## src/rtl/maxnet_pkg.sv

```systemverilog
// maxnet_pkg -- shared definitions for the MAXNET result collector.
//   N      : number of activations in one feedback vector
//   IDX_W  : width of a word / activation index
//   CNT_W  : width of the positive-activation count (0..N)
//   state_e: collector FSM states
package maxnet_pkg;

   localparam int N     = 4;
   localparam int IDX_W = 2;
   localparam int CNT_W = 3;

   typedef enum logic [2:0] {
      S_IDLE     = 3'd0,
      S_COLLECT  = 3'd1,
      S_EVAL     = 3'd2,
      S_FEEDBACK = 3'd3,
      S_DONE     = 3'd4
   } state_e;

endpackage

```

## src/rtl/maxnet_eval.sv

```systemverilog
// maxnet_eval -- combinational evaluation of one activation vector.
// Ports:
//   vec_i     : N signed words, word k at [k*XLEN +: XLEN]
//   clamp_o   : ReLU-clamped copy of vec_i (negative words forced to 0)
//   pos_cnt_o : number of words that are strictly positive
//   win_idx_o : lowest index holding a positive word (0 if none)
//   win_val_o : value at win_idx_o (0 if none)
module maxnet_eval
   import maxnet_pkg::*;
#(
   parameter int XLEN = 5
) (
   input  logic [N*XLEN-1:0] vec_i,
   output logic [N*XLEN-1:0] clamp_o,
   output logic [CNT_W-1:0]  pos_cnt_o,
   output logic [IDX_W-1:0]  win_idx_o,
   output logic [XLEN-1:0]   win_val_o
);

   logic [XLEN-1:0] word;

   // Scanning from the top index down lets the lowest positive index
   // overwrite any higher one, giving a lowest-index priority encoder.
   always_comb begin
      clamp_o   = '0;
      pos_cnt_o = '0;
      win_idx_o = '0;
      win_val_o = '0;
      word      = '0;
      for (int k = N - 1; k >= 0; k--) begin
         word = vec_i[k*XLEN +: XLEN];
         if (!word[XLEN-1]) begin
            clamp_o[k*XLEN +: XLEN] = word;
         end
         if (!word[XLEN-1] && (word != '0)) begin
            pos_cnt_o = pos_cnt_o + CNT_W'(1);
            win_idx_o = IDX_W'(k);
            win_val_o = word;
         end
      end
   end

endmodule

```

## src/rtl/maxnet_collector.sv

```systemverilog
// maxnet_collector -- gathers N PU result words, ReLU-clamps them, and either
// feeds the clamped vector back to the PU array for another round or stops
// once at most one activation is still positive (or MAX_ITER rounds ran).
// Ports:
//   clk, rst          : clock; synchronous active-low reset
//   start             : begins a run (honoured only in IDLE/DONE)
//   in_valid/in_ready/in_data : PU result word stream
//   fb_valid/fb_ready/fb_data0..3 : clamped feedback vector to the PU array
//   done, timeout     : run finished; finished because of MAX_ITER
//   winner/winner_val : surviving activation index and value (valid in DONE)
//   iter              : completed feedback handshakes in this run
//   dbg_state         : current FSM state, for observation only
//
// Handshakes: a transfer happens on a rising edge where both valid and ready
// are 1. fb_valid and fb_data hold steady until fb_ready; in_ready is only
// raised in COLLECT, and in_valid is ignored everywhere else.
module maxnet_collector
   import maxnet_pkg::*;
#(
   parameter int XLEN     = 5,
   parameter int MAX_ITER = 15
) (
   input  logic            clk,
   input  logic            rst,
   input  logic            start,
   input  logic            in_valid,
   input  logic [XLEN-1:0] in_data,
   output logic            in_ready,
   output logic            fb_valid,
   input  logic            fb_ready,
   output logic [XLEN-1:0] fb_data0,
   output logic [XLEN-1:0] fb_data1,
   output logic [XLEN-1:0] fb_data2,
   output logic [XLEN-1:0] fb_data3,
   output logic            done,
   output logic            timeout,
   output logic [1:0]      winner,
   output logic [XLEN-1:0] winner_val,
   output logic [3:0]      iter,
   output logic [2:0]      dbg_state
);

   localparam logic [3:0] ITER_LAST = 4'(MAX_ITER - 1);

   state_e                     state_q, state_d;
   logic [IDX_W-1:0]           idx_q, idx_d;
   logic [3:0]                 iter_q, iter_d;
   logic                       timeout_q, timeout_d;
   logic [N-1:0][XLEN-1:0]     buf_q, buf_d;

   logic [N-1:0][XLEN-1:0]     clamp_w;
   logic [CNT_W-1:0]           pos_cnt_w;
   logic [IDX_W-1:0]           win_idx_w;
   logic [XLEN-1:0]            win_val_w;

   // After EVAL the buffer already holds clamped values, so the same
   // evaluator output drives both the EVAL decision and the DONE result.
   maxnet_eval #(
      .XLEN (XLEN)
   ) u_eval (
      .vec_i     (buf_q),
      .clamp_o   (clamp_w),
      .pos_cnt_o (pos_cnt_w),
      .win_idx_o (win_idx_w),
      .win_val_o (win_val_w)
   );

   always_ff @(posedge clk) begin
      if (!rst) begin
         state_q   <= S_IDLE;
         idx_q     <= '0;
         iter_q    <= '0;
         timeout_q <= 1'b0;
         buf_q     <= '0;
      end else begin
         state_q   <= state_d;
         idx_q     <= idx_d;
         iter_q    <= iter_d;
         timeout_q <= timeout_d;
         buf_q     <= buf_d;
      end
   end

   always_comb begin
      state_d   = state_q;
      idx_d     = idx_q;
      iter_d    = iter_q;
      timeout_d = timeout_q;
      buf_d     = buf_q;
      in_ready  = 1'b0;
      fb_valid  = 1'b0;
      case (state_q)
         S_IDLE, S_DONE: begin
            if (start) begin
               state_d   = S_COLLECT;
               idx_d     = '0;
               iter_d    = '0;
               timeout_d = 1'b0;
            end
         end
         S_COLLECT: begin
            in_ready = 1'b1;
            if (in_valid) begin
               buf_d[idx_q] = in_data;
               idx_d        = idx_q + IDX_W'(1);
               if (idx_q == IDX_W'(N - 1)) begin
                  state_d = S_EVAL;
               end
            end
         end
         S_EVAL: begin
            buf_d = clamp_w;
            // A settled vector wins over the iteration limit.
            if (pos_cnt_w <= CNT_W'(1)) begin
               state_d = S_DONE;
            end else if (iter_q == ITER_LAST) begin
               state_d   = S_DONE;
               timeout_d = 1'b1;
            end else begin
               state_d = S_FEEDBACK;
            end
         end
         S_FEEDBACK: begin
            fb_valid = 1'b1;
            if (fb_ready) begin
               iter_d  = iter_q + 4'd1;
               idx_d   = '0;
               state_d = S_COLLECT;
            end
         end
         default: begin
            state_d = S_IDLE;
         end
      endcase
   end

   assign done       = (state_q == S_DONE);
   assign timeout    = timeout_q;
   assign iter       = iter_q;
   assign winner     = done ? win_idx_w : 2'd0;
   assign winner_val = done ? win_val_w : '0;
   assign fb_data0   = fb_valid ? buf_q[0] : '0;
   assign fb_data1   = fb_valid ? buf_q[1] : '0;
   assign fb_data2   = fb_valid ? buf_q[2] : '0;
   assign fb_data3   = fb_valid ? buf_q[3] : '0;
   assign dbg_state  = state_q;

endmodule

```

## config.mk

```make
export PLATFORM = sky130hd
export DESIGN_NAME = maxnet_collector
export DESIGN_NICKNAME = d
export VERILOG_FILES = /design/src/rtl/maxnet_pkg.sv /design/src/rtl/maxnet_eval.sv /design/src/rtl/maxnet_collector.sv
export SDC_FILE = /design/constraint.sdc
export NUM_CORES = 1
export LEC_CHECK = 0
export ABC_AREA = 1
export CORE_MARGIN = 8
export CORE_UTILIZATION = 45
export DETAILED_ROUTE_END_ITERATION = 7
export GPL_TIMING_DRIVEN = 0
export HOLD_SLACK_MARGIN = 0.15
export PLACE_DENSITY_LB_ADDON = 0.25
export SLEW_MARGIN = 25
export SYNTH_ARGS = -nofsm -noshare
export SYNTH_HDL_FRONTEND = slang
export SYNTH_SLANG_ARGS = --single-unit
```

## constraint.sdc

```tcl
create_clock -name clk -period 2.2 [get_ports clk]
set_input_delay 0.55 -clock clk [delete_from_list [all_inputs] [get_ports clk]]
set_output_delay 0.55 -clock clk [all_outputs]
set_load 0.01 [all_outputs]
```

### After elaboration in Yosys (flattened, before gate mapping)

Index checks and enable logic that the tools add are counted.

* bits in registers: 30
* logic and storage cells: 111
* bits of input ports: 10
* output and inout port bits: 38

* order comparisons: 3
* reduce and logical (&&, ||, !) cells: 28
* eq/ne operators: 16
* add/sub/neg operators: 5
* muxes and demuxes: 47

Operators by type and width (number)
* 5-bit 2-to-1 mux: 10
* 20-bit case mux with 2 select lines: 1
* 3-bit 2-to-1 mux: 9
* 4-bit 2-to-1 mux: 6
* 20-bit bitwise mux: 1
* 20-bit 2-to-1 mux: 1
* 2-bit inequality test, second input constant: 10
* 5-bit nonzero test: 4
* 2-bit 2-to-1 mux: 8
* 3-bit AND reduction: 5
* 3-bit case mux with 4 select lines: 1
* 4-bit AND reduction: 3
* 5-bit demux with 2-bit select: 1
* 4-bit case mux with 2 select lines: 1
* 3-bit by 1-bit adder with 3-bit output, second input constant: 2
* 3-bit by 2-bit == test with 1-bit output, second input constant: 2
* 1-bit 2-to-1 mux: 6
* 2-bit case mux with 3 select lines: 1
* 2-bit nonzero test: 3
* 1-bit logical AND: 5
* 4-bit by 1-bit adder with 4-bit output, second input constant: 1
* 4-bit == test, second input constant: 1
* 1-bit zero test: 4
* 3-bit by 1-bit == test with 1-bit output, second input constant: 1
* other kinds (12): 12

### Longest topological paths before layout

* word-level depth: 12
* depth in mapped cells: 17

### Hierarchy

A second synthesis with hierarchy kept.

* cell total of the unflattened synthesis: 460
* area total of the unflattened synthesis: 2623.8 sq um

Modules (own cells, without submodules)
* maxnet_collector: area each 2100.8 sq um, instances 1, cells an instance 352, sequential area each 600.6 sq um
* maxnet_eval: area each 523.0 sq um, instances 1, cells an instance 108, sequential area each 0.0 sq um

### Least setup slack after synthesis

Ideal clock, no wire load.

* path type: reg-to-reg
* from: reg buf_q[13] (netlist name)
* to: reg state_q[0] (netlist: dbg_state[0])
* arrival time: 2074 ps
* cell stages (with the launch flop): 14
* required time: 2068 ps
* setup slack: -7 ps
* buffers on the path: 0
* path through: dfxtp_1 > inv_1 > nand3_1 > o21ai_2 > ha_1 > xor2_1 > ha_1 > or2_2 > nand2_1 > nand2_1 > nand3_1 > nand2_1 > nand2_1 > a21oi_1

* cells in the longest elaborated chain, start to end: 10

RTL lines
* start, declared: line maxnet_collector.sv:49 `logic [N-1:0][XLEN-1:0] buf_q, buf_d;`
* start signal, assigned: line maxnet_collector.sv:80 `buf_q <= buf_d;`
* 5-bit nonzero test (*): line maxnet_eval.sv:35 `if (!word[XLEN-1] && (word != '0)) begin`
* 1-bit logical AND (*): line maxnet_eval.sv:35
* 3-bit 2-to-1 mux (*): line maxnet_eval.sv:35
* 3-bit by 1-bit adder with 3-bit output: line maxnet_eval.sv:36 `pos_cnt_o = pos_cnt_o + CNT_W'(1);`
* 3-bit 2-to-1 mux (*): line maxnet_eval.sv:35
* 3-bit by 1-bit adder with 3-bit output: line maxnet_eval.sv:36
* 3-bit 2-to-1 mux (*): line maxnet_eval.sv:35
* 3-bit by 1-bit <= comparator with 1-bit output (*): line maxnet_collector.sv:114 `if (pos_cnt_w <= CNT_W'(1)) begin`
* 3-bit 2-to-1 mux (*): line maxnet_collector.sv:114
* 3-bit case mux with 4 select lines (*): line maxnet_collector.sv:92 `case (state_q)`
* end signal, assigned: line maxnet_collector.sv:76 `state_q <= state_d;`
* end, declared: line maxnet_collector.sv:45 `state_e state_q, state_d;`

Mark *: on every way between the ends. The rest lies on a longest branch, timed or not.
A chain may end at the register's enable or synchronous reset.

### Final worst setup path

* from: reg buf_q[13] (netlist name)
* to: out winner_val[3]

* cells in the longest elaborated chain, start to end: 6

RTL lines
* 5-bit nonzero test: line maxnet_eval.sv:35
* 1-bit logical AND: line maxnet_eval.sv:35
* 5-bit 2-to-1 mux (*) (3 in a row): line maxnet_eval.sv:35
* 5-bit 2-to-1 mux (*): line maxnet_collector.sv:141 `assign winner_val = done ? win_val_w : '0;`
* end, declared: line maxnet_collector.sv:38 `output logic [XLEN-1:0] winner_val,`

Marks and branches as above.

==> flow_summary_export.csv <==
group,metric,value,unit
outcome,outcome,"finished with violations",
outcome,violations,"setup timing",
worst_setup_path,start_kind,"flop",
worst_setup_path,critPathTopFamily,"compound AO/OA/AOI/OAI gates",
worst_setup_path,required,1.65,ns
sta,hold_viol,0,
floorplanning,die_w,82.5,µm
finish,postLayoutCoreUtil,65.9,%
drt,wl_per_cell,13.9,µm
finish,multi_input_area,1270,µm²
pwr,irDropWorstVdd,0.591,mV
yosys,syn_inst,302,
worst_setup_path,crit_chain,"inv_2 -> nand3_2 -> o21ai_4 -> buf_6 -> buf_6 -> nand3_2 -> o211ai_1 -> o21ai_1 -> a21oi_1 -> buf_2",
clocking,clock-sinks,30,
global_routing,grt_pass1_vias,1970,
global_routing,antenna_found_initial,0,
yosys,seq_area_frac_synth,30.2,%
global_routing,grt_max_degree,11,
finish,regArea,617,µm²
sta,finClkSkew,0.00659,ns
pwr,power_leakage,1.21,nW
drt,wl,5850,µm
placement,placed_area,2520,µm²
global_routing,grt_overflow_total,0,
yosys,synth.top_cell.area_share,30.2,%
placement,post-dp-hpwl,4270,µm
finish,areaGrowthSynthToFinish,42.3,%
finish,antenna_cells,0,
finish,final_nets,388,
drt,vias,2149,
sta,slew_viol_final,0,
worst_hold_path,min-delay-path-class,"reg2reg",
global_routing,grt_first_pass_wirelength,8940,µm
clocking,cts_root_buffer,"clkbuf_8",
pwr,power_frac_clock,23.0,%
pwr,power_density,712,nW/µm²
drt,drcViolationCount,0,
pwr,power_frac_comb,45.3,%
drt,vias_per_cell,5.12,
floorplanning,die_area,6800,µm²
sta,maxSlewHeadroom,64.9,%
yosys,yosys.area.top_type,"dfxtp_1",
clocking,path_clk_slew,0.06,ns
sta,setup_viol,2,
worst_setup_path,arrival,1.70,ns
pwr,switchingPower,0.822,mW
floorplanning,io_pins,48,
pwr,seq_power_share,31.7,%
yosys,synth_seq_cells,30,
sta,tightest_slew,0.526,ns
yosys,syn_area,1990,µm²
worst_setup_path,cp_num_buf_inv,4,
drt,drt_iter0_drc,138,
worst_setup_path,crit_slowest_cell,"dfxtp_2",
worst_setup_path,cp_max_fo,4,
yosys,ys_warn_count,0,
clocking,cts_buffers,5,
sta,period_minus_slack,2.25,ns
sta,fin_crit_sh,102,%
worst_setup_path,cp-end-kind,"output pin",
floorplanning,rows,24,
sta,timing.final.ws_setup,-0.0529,ns
clocking,clk-insertion-delay-late,0.29,ns
finish,design_area,2830,µm²
yosys,syn_avg_cell_area,6.59,µm²
worst_setup_path,path_class,"reg2out",
finish,layout-drive-gt1-share,24.7,%
drt,detail-route-antenna-nets,0,
finish,n_fill_cell,388,
yosys,syn_nets,323,
clocking,cts_tree,"yes",
floorplanning,core-area,4290,µm²
placement,place_congestion,0.866,
placement,numPortBuffers,46,
sta,rsz0062_at_grt,"yes",
global_routing,grt_use_total,16.9,%
drt,firstDrtPassIters,4,
job,max-cap-violations,0,
clocking,htreeDepth,2,
floorplanning,die_y,82.5,µm
floorplanning,start_util,46.3,%
pwr,sw_frac_of_total,40.8,%
worst_setup_path,max_stage_delay,0.32,ns
sta,fmax,444,MHz
yosys,yosysUniqueCellTypes,31,
yosys,ys_top_cells_by_area,"dfxtp_1 30%, inv_1 9.6%, nand2_1 8.3%",
clocking,cts.path.max_buffers,2,
pwr,cellInternalPower,1.19,mW
-- per-layer routing --
metal	wire, µm	part of all wire (%)	vias to the layer above	GRT usage (%)
li1	-	-	1102	-
met1	2510	43	977	20.6
met2	2810	48	59	28.0
met3	396	6.8	11	3.35
met4	127	2.2	0	7.76
met5	0	0	-	0
-- power by group through the flow --
stage          clock network, mW  logic [mW]  registers, mW
6_report                   0.464       0.912          0.638
5_1_grt                    0.488        1.01          0.644
4_1_cts                    0.471       0.835          0.640
3_5_place_dp                   0       0.784          0.641
3_3_place_gp                   0       0.774          0.639
2_1_floorplan                  0       0.568          0.642
-- sequential cells by signal, summed over array words and instances, names as in the netlist --
name and flops:
buf_q 20, dbg_state 3, idx_q 2, iter 4, timeout 1
-- layout make-up --
class	count	area share, %
Multi-Input combinational cell	209	45.0
Sequential cell	30	21.8
Timing Repair Buffer	58	18.2
Inverter	54	7.16
Clock buffer	7	3.05
Buffer	9	2.30
Tap cell	52	2.30
Clock inverter	1	0.177
-- path summary, 6_finish.rpt --
| kind | slack [ns] | from | endpoint | cells after the start |
|---|---|---|---|---|
| setup / recovery | -0.05 | buf_q[13] | winner_val[3] | 10 |
| hold / removal | 0.47 | buf_q[13] | buf_q[13] | 2 |
| setup reg to reg | 0.06 | buf_q[18] | dbg_state[1] | 13 |
| hold reg to reg | 0.47 | buf_q[13] | buf_q[13] | 2 |
-- cell usage in the layout, fill, tap and decap left out, types with 5 or more instances in the layout --
cell type | Yosys | final
a21oi_1 | 32 | 31
buf_2 | 3 | 7
buf_4 | 1 | 7
buf_6 | 1 | 7
clkbuf_8 | 0 | 7
clkdlybuf4s50_1 | 0 | 17
dfxtp_1 | 30 | 21
dfxtp_2 | 0 | 7
dlygate4sd2_1 | 0 | 23
ha_1 | 11 | 9
inv_1 | 51 | 45
inv_2 | 3 | 9
nand2_1 | 44 | 40
nand3_1 | 18 | 14
nand4_1 | 12 | 12
nor2_1 | 43 | 39
nor2_4 | 3 | 6
o21ai_0 | 15 | 9
o21ai_1 | 0 | 5
o21ai_2 | 7 | 7
-- cells by family (layout without fill, tap and decap cells) --
logic type,after synthesis,count (layout),synth area share (%)
adder cells (fa/ha/maj),11,11,6.92
AO/OA/AOI/OAI,64,64,19.1
buffers and inverters,63,129,12.6
flip-flops,30,30,30.2
AND/OR/NAND/NOR,131,131,30.1
other,1,1,0.188
XOR/XNOR,2,2,0.881
-- through the flow --
step                      setup TNS (ns)  std cells  hold WS, ns  total power, mW  setup WS [ns]
after floorplan                        0        302        0.440             1.21         0.0218
after global placement             -2.58        400        0.454             1.41         -0.322
after detailed placement           -2.77        400        0.457             1.42         -0.362
after CTS                         -0.114        417        0.471             1.95        -0.0620
after global routing              -0.416        420        0.495             2.14         -0.135
final                            -0.0647        420        0.466             2.01        -0.0529
-- what timing repair did --
item	in CTS	in global routing
cloned	0	0
pin swaps	6	17
gates resized for setup	81	27
hold buffers	0	0
buffers inserted	9	3
endpoints found under the setup margin	33	10
-- worst min-delay path, delay by kind of cell (launching register included) --
family	cells	cell delay (ns)
flops	1	0.32
simple gates	1	0.06
compound gates	1	0.05
-- Yosys cell counts (all sizes together) --
cell     n
inv     54
nor2    48
nand2   47
a21oi   33
dfxtp   30
o21ai   22
nand3   18
nand4   12
ha      11
buf      5
clkbuf   4
or2      4
a211oi   3
a31oi    3
o211ai   3
conb     1
nor3     1
nor3b    1
xnor2    1
xor2     1
Note: power is estimated with default switching activity, not from simulation.
==> edit 1, RTL diff (same flow settings) <==
Reset style: asynchronous (`rst`), changed in one clocked block. Comments in the files are not updated.
--- a/src/rtl/maxnet_collector.sv
+++ b/src/rtl/maxnet_collector.sv
@@ -65,7 +65,7 @@
       .win_val_o (win_val_w)
    );
 
-   always_ff @(posedge clk) begin
+   always_ff @(posedge clk or negedge rst) begin
       if (!rst) begin
          state_q   <= S_IDLE;
          idx_q     <= '0;
Function: differs if rst is asserted again (counterexample within 4 cycles, from zero or initial values and one cycle with rst low); with rst held inactive, the same outputs for 10 cycles.
==> edit 1 against the original RTL <==
The flow still finishes with violations (negative setup slack). Synthesized cell count shrank 13%. First-iteration DRC count fell by 29%. Sequential cell count stayed put. Worst setup slack worse by 0.046 ns. Design area shrank 2.1%. Routed wire length is 0.12% lower. Area after synthesis decreased by 1.3%. Count of clock-buffer cells in the layout unchanged. Final cell count decreased by 7.1%. Clock skew down 0.0011 ns. Utilization down 0.94 points. Critical path type is now reg -> reg.
Power is not compared: it rests on default switching activity, and its combinational part moved more than twofold at a synthesized area within 25%.
==> edit 1: results (changes against the original RTL) <==
run status: finished, violations left (unchanged)
violated checks: negative setup slack (unchanged)
ys flop type: sky130_fd_sc_hd__dfrtp_1 (was sky130_fd_sc_hd__dfxtp_1)
via count of the first global-routing pass: 2123 (was 1970)
sequential fraction of the synthesis area: 0.3824 (was 0.3019)
commonest cells in the netlist: 43 x sky130_fd_sc_hd__inv_1, 37 x sky130_fd_sc_hd__nor2_1, 33 x sky130_fd_sc_hd__nand2_1, 30 x sky130_fd_sc_hd__dfrtp_1, 16 x sky130_fd_sc_hd__o21ai_1 (was 51 x sky130_fd_sc_hd__inv_1, 44 x sky130_fd_sc_hd__nand2_1, 43 x sky130_fd_sc_hd__nor2_1, 32 x sky130_fd_sc_hd__a21oi_1, 30 x sky130_fd_sc_hd__dfxtp_1)
HPWL after detailed placement: 4.113 mm (was 4.266 mm)
number of vias in the routed layout: 2072 (was 2149)
Top delay family on crit path: simple AND/OR/NAND/NOR gates (was compound AO/OA/AOI/OAI gates)
global router's overall resource usage: 0.1782 (was 0.1690)
Hold Crit Class: in -> async (was reg -> reg)
slowest cell on the critical path: sky130_fd_sc_hd__dfrtp_1 (was sky130_fd_sc_hd__dfxtp_2)
first-pass GRT wire length: 9.384 mm (was 8.935 mm)
Slew @ Worst Pin: 0.6849 ns (was 0.5260 ns)
largest net degree at the start of global routing: 31 (was 11)
wire per inst: 14.97 µm (was 13.92 µm)
smallest setup slack after layout: -0.09880 ns (was -0.05290 ns)
Worst Hold Slack: 0.3073 ns (was 0.4664 ns)
post-synthesis async set-or-reset flop share: 1.000 (was 0)
setup TNS: -0.4734 ns (was -0.06467 ns)
count of endpoints failing setup in the final report: 9 (was 2)
Final Wtd Congestion: 0.8484 (was 0.8655)
net count of the mapped netlist: 285 (was 323)
critical path data arrival time: 2.47 ns (was 1.70 ns)
main area contributors after synthesis: sky130_fd_sc_hd__dfrtp_1 38%, sky130_fd_sc_hd__inv_1 8.2%, sky130_fd_sc_hd__nor2_1 7.1% (was sky130_fd_sc_hd__dfxtp_1 30%, sky130_fd_sc_hd__inv_1 9.6%, sky130_fd_sc_hd__nand2_1 8.3%)
share of post-route cells with drive strength above 1: 0.3284 (was 0.2473)
Final Skew: 0.005521 ns (was 0.006586 ns)
initial drt markers: 98 (was 138)
## edit 1: worst paths after layout
path                       depth (start not counted)            to
setup / recovery                                  15  dbg_state[0]
hold / removal                                     1       iter[2]
setup reg to reg                                  15  dbg_state[0]
hold reg to reg                                    1      buf_q[4]
max in group asynchronous                          1  dbg_state[0]
min in group clk                                   1      buf_q[4]
## edit 1: layout make-up
class	count	area, µm²	area share
plain buffers	5	41.29	0.01491
clock buffers	7	86.33	0.03117
clock inverters	1	5.005	0.001807
flip-flops and latches	30	753.2	0.2719
well taps	52	65.06	0.02349
inverters	55	209.0	0.07543
repair buffers	66	490.5	0.1771
multi-input cells	174	1120	0.4042
## edit 1: worst reg2reg max path: stages (launching register included)
cell and delay, ns:
sky130_fd_sc_hd__dfrtp_1 0.40, sky130_fd_sc_hd__inv_2 0.08, sky130_fd_sc_hd__nand3_2 0.08, sky130_fd_sc_hd__o21ai_4 0.17, sky130_fd_sc_hd__buf_6 0.12, sky130_fd_sc_hd__buf_6 0.10, sky130_fd_sc_hd__ha_4 0.19, sky130_fd_sc_hd__xor2_1 0.16
sky130_fd_sc_hd__ha_1 0.27, sky130_fd_sc_hd__or2_4 0.24, sky130_fd_sc_hd__nand2_4 0.07, sky130_fd_sc_hd__nand2_4 0.07, sky130_fd_sc_hd__nand3_4 0.07, sky130_fd_sc_hd__nand2_2 0.07, sky130_fd_sc_hd__nand2_1 0.06, sky130_fd_sc_hd__nand2_1 0.04
## edit 1: power by group
group | switching, mW | internal [mW] | leakage [nW]
Clock | 0.202 | 0.252 | 0.0482
Sequential | 0.172 | 0.781 | 0.378
Combinational | 1.57 | 1.14 | 0.965
## edit 1: timing repair
item | CTS | global route
gates resized for setup | 89 | 51
buffers inserted | 16 | 4
pin swaps | 11 | 8
endpoints found under the setup margin | 32 | 31
endpoints found under the hold margin | 0 | 0
## edit 1: routing by layer
| metal | global-route usage | part of all wire | vias up | wire, µm |
|---|---|---|---|---|
| met5 | 0 | 0 | - | 0 |
| met1 | 0.2016 | 0.42 | 1011 | 2445 |
| met3 | 0.03720 | 0.046 | 10 | 269 |
| met4 | 0.06842 | 0.016 | 0 | 95 |
| li1 | - | - | 1006 | - |
| met2 | 0.3197 | 0.52 | 45 | 3028 |
## edit 1: metrics by stage
step	setup slack, ns	power, mW
2_1_floorplan	0.0006075	2.362
3_3_place_gp	-0.3512	2.909
3_5_place_dp	-0.3536	2.956
4_1_cts	-0.03306	3.891
5_1_grt	-0.2216	4.462
6_report	-0.09880	4.111
## edit 1: logic make-up after synthesis
family | after synthesis | synth area share
xor gates and xnor gates | 3 | 0.01339
other | 1 | 0.001910
DFF | 30 | 0.3824
adders and majority gates | 11 | 0.07011
buffers and inverters | 60 | 0.1173
and+or+nand+nor | 97 | 0.2244
AOI/OAI and AO/OA | 62 | 0.1906
==> edit 2, RTL diff (same settings) <==
Without the edit above. Set the package constant `CNT_W` to 6 (it was 3).
--- a/src/rtl/maxnet_pkg.sv
+++ b/src/rtl/maxnet_pkg.sv
@@ -7,7 +7,7 @@
 
    localparam int N     = 4;
    localparam int IDX_W = 2;
-   localparam int CNT_W = 3;
+   localparam int CNT_W = 6;
 
    typedef enum logic [2:0] {
       S_IDLE     = 3'd0,
Behaviour: unchanged (Yosys induction, for registers that start in step).
==> edit 2 against the original RTL <==
Sequential cell count did not move. Area after synthesis up 0.31%. Design area increased by 1.5%. Combinational power grew 5.5%. Clock skew fell by 0.0016 ns. Worst setup slack worse by 0.082 ns. The run still ends with negative setup slack left. Power rose by 3.1%. Highest routed layer unchanged. Routed wire length decreased by 1.3%.
==> edit 2: results (changes against the original RTL) <==
run status: finished, violations left (unchanged)
violated checks: negative setup slack (unchanged)
wire per inst: 13.83 µm (was 13.92 µm)
xor and xnor fraction of the mapped netlist area: 0.008777 (was 0.008805)
pre-CTS setup slack: -0.3402 ns (was -0.3621 ns)
GRT met1 Usage: 0.2023 (was 0.2060)
length of routed wiring on met1: 2.431 mm (was 2.514 mm)
first-pass GRT wire length: 9.632 mm (was 8.935 mm)
count of endpoints failing setup in the final report: 8 (was 2)
initial drt markers: 98 (was 138)
net count of the mapped netlist: 318 (was 323)
Pleak: 1.180 nW (was 1.214 nW)
smallest setup slack after layout: -0.1350 ns (was -0.05290 ns)
HPWL after detailed placement: 4.120 mm (was 4.266 mm)
placed inst area: 2539 µm² (was 2522 µm²)
commonest cells in the netlist: 53 x sky130_fd_sc_hd__nand2_1, 44 x sky130_fd_sc_hd__inv_1, 39 x sky130_fd_sc_hd__nor2_1, 32 x sky130_fd_sc_hd__a21oi_1, 30 x sky130_fd_sc_hd__dfxtp_1 (was 51 x sky130_fd_sc_hd__inv_1, 44 x sky130_fd_sc_hd__nand2_1, 43 x sky130_fd_sc_hd__nor2_1, 32 x sky130_fd_sc_hd__a21oi_1, 30 x sky130_fd_sc_hd__dfxtp_1)
power drawn by the clock network: 0.457 mW (was 0.464 mW)
non-clock inverter count in the final layout: 50 (was 54)
share of post-route cells with drive strength above 1: 0.2658 (was 0.2473)
post-layout instance count excluding filler cells: 417 (was 420)
#MultiIn Comb: 208 (was 209)
number of buffers other than clock buffers in the final layout: 69 (was 67)
maximum fanout along the worst path: 5 (was 4)
number of distinct standard cells referenced by the synthesized netlist: 40 (was 31)
share of the final layout cell area in sequential cells: 0.2138 (was 0.2179)
number of post-CTS setup repair buffers: 10 (was 9)
met3 Use GR: 0.03788 (was 0.03355)
post-CTS resize count: 88 (was 81)
sequential fraction of the synthesis area: 0.3009 (was 0.3019)
global router's overall resource usage: 0.1805 (was 0.1690)
critical path data arrival time: 1.78 ns (was 1.70 ns)
Final Wtd Congestion: 0.8703 (was 0.8655)
Worst setup startpoint: buf_q[12] (was buf_q[13])
fraction of the mapped netlist area in compound gates: 0.1875 (was 0.1906)
fraction of area in non-clock buffers: 0.2104 (was 0.2047)
routed wl met2: 2.808 mm (was 2.806 mm)
start of the worst register-to-register path: buf_q[12] (was buf_q[18])
via count of the first global-routing pass: 2134 (was 1970)
Via-to-Cell Ratio: 5.086 (was 5.117)
Clock Network Area Fraction: 0.03179 (was 0.03227)
-- edit 2: changes by cell type after synthesis, moves of 2 or more --
cell,change
sky130_fd_sc_hd__inv_1,-7
sky130_fd_sc_hd__nand2_1,+9
sky130_fd_sc_hd__nand3_1,-2
sky130_fd_sc_hd__nand4_1,-5
sky130_fd_sc_hd__nor2_1,-4
sky130_fd_sc_hd__o21ai_0,-2
sky130_fd_sc_hd__o21ai_2,-5
sky130_fd_sc_hd__o22ai_1,+2
sky130_fd_sc_hd__or2_2,-2
-- edit 2: worst paths after layout --
check / endpoint / slack (ns) / cells after the start
max: winner_val[3] / -0.13 / 10
min: buf_q[13] / 0.47 / 2
max reg2reg: dbg_state[0] / -0.12 / 15
min reg2reg: buf_q[13] / 0.47 / 2
-- edit 2: logic make-up (layout without fill, tap and decap cells) --
kind of cell	Yosys count	count (layout)
buffers and inverters	58	127
adder cells (fa/ha/maj)	12	12
flip-flops	30	30
other	1	1
XOR/XNOR	2	2
AND/OR/NAND/NOR	131	131
AO/OA/AOI/OAI	62	62
-- edit 2: worst max-delay path, cell delays in order (launching register included) --
cell and delay (ns):
sky130_fd_sc_hd__dfxtp_2 0.33, sky130_fd_sc_hd__inv_2 0.07, sky130_fd_sc_hd__nand3_2 0.10, sky130_fd_sc_hd__o21ai_4 0.21, sky130_fd_sc_hd__buf_6 0.14, sky130_fd_sc_hd__buf_6 0.09, sky130_fd_sc_hd__nand3_2 0.05, sky130_fd_sc_hd__o211ai_1 0.12
sky130_fd_sc_hd__o21ai_1 0.11, sky130_fd_sc_hd__a21oi_1 0.15, sky130_fd_sc_hd__buf_2 0.15
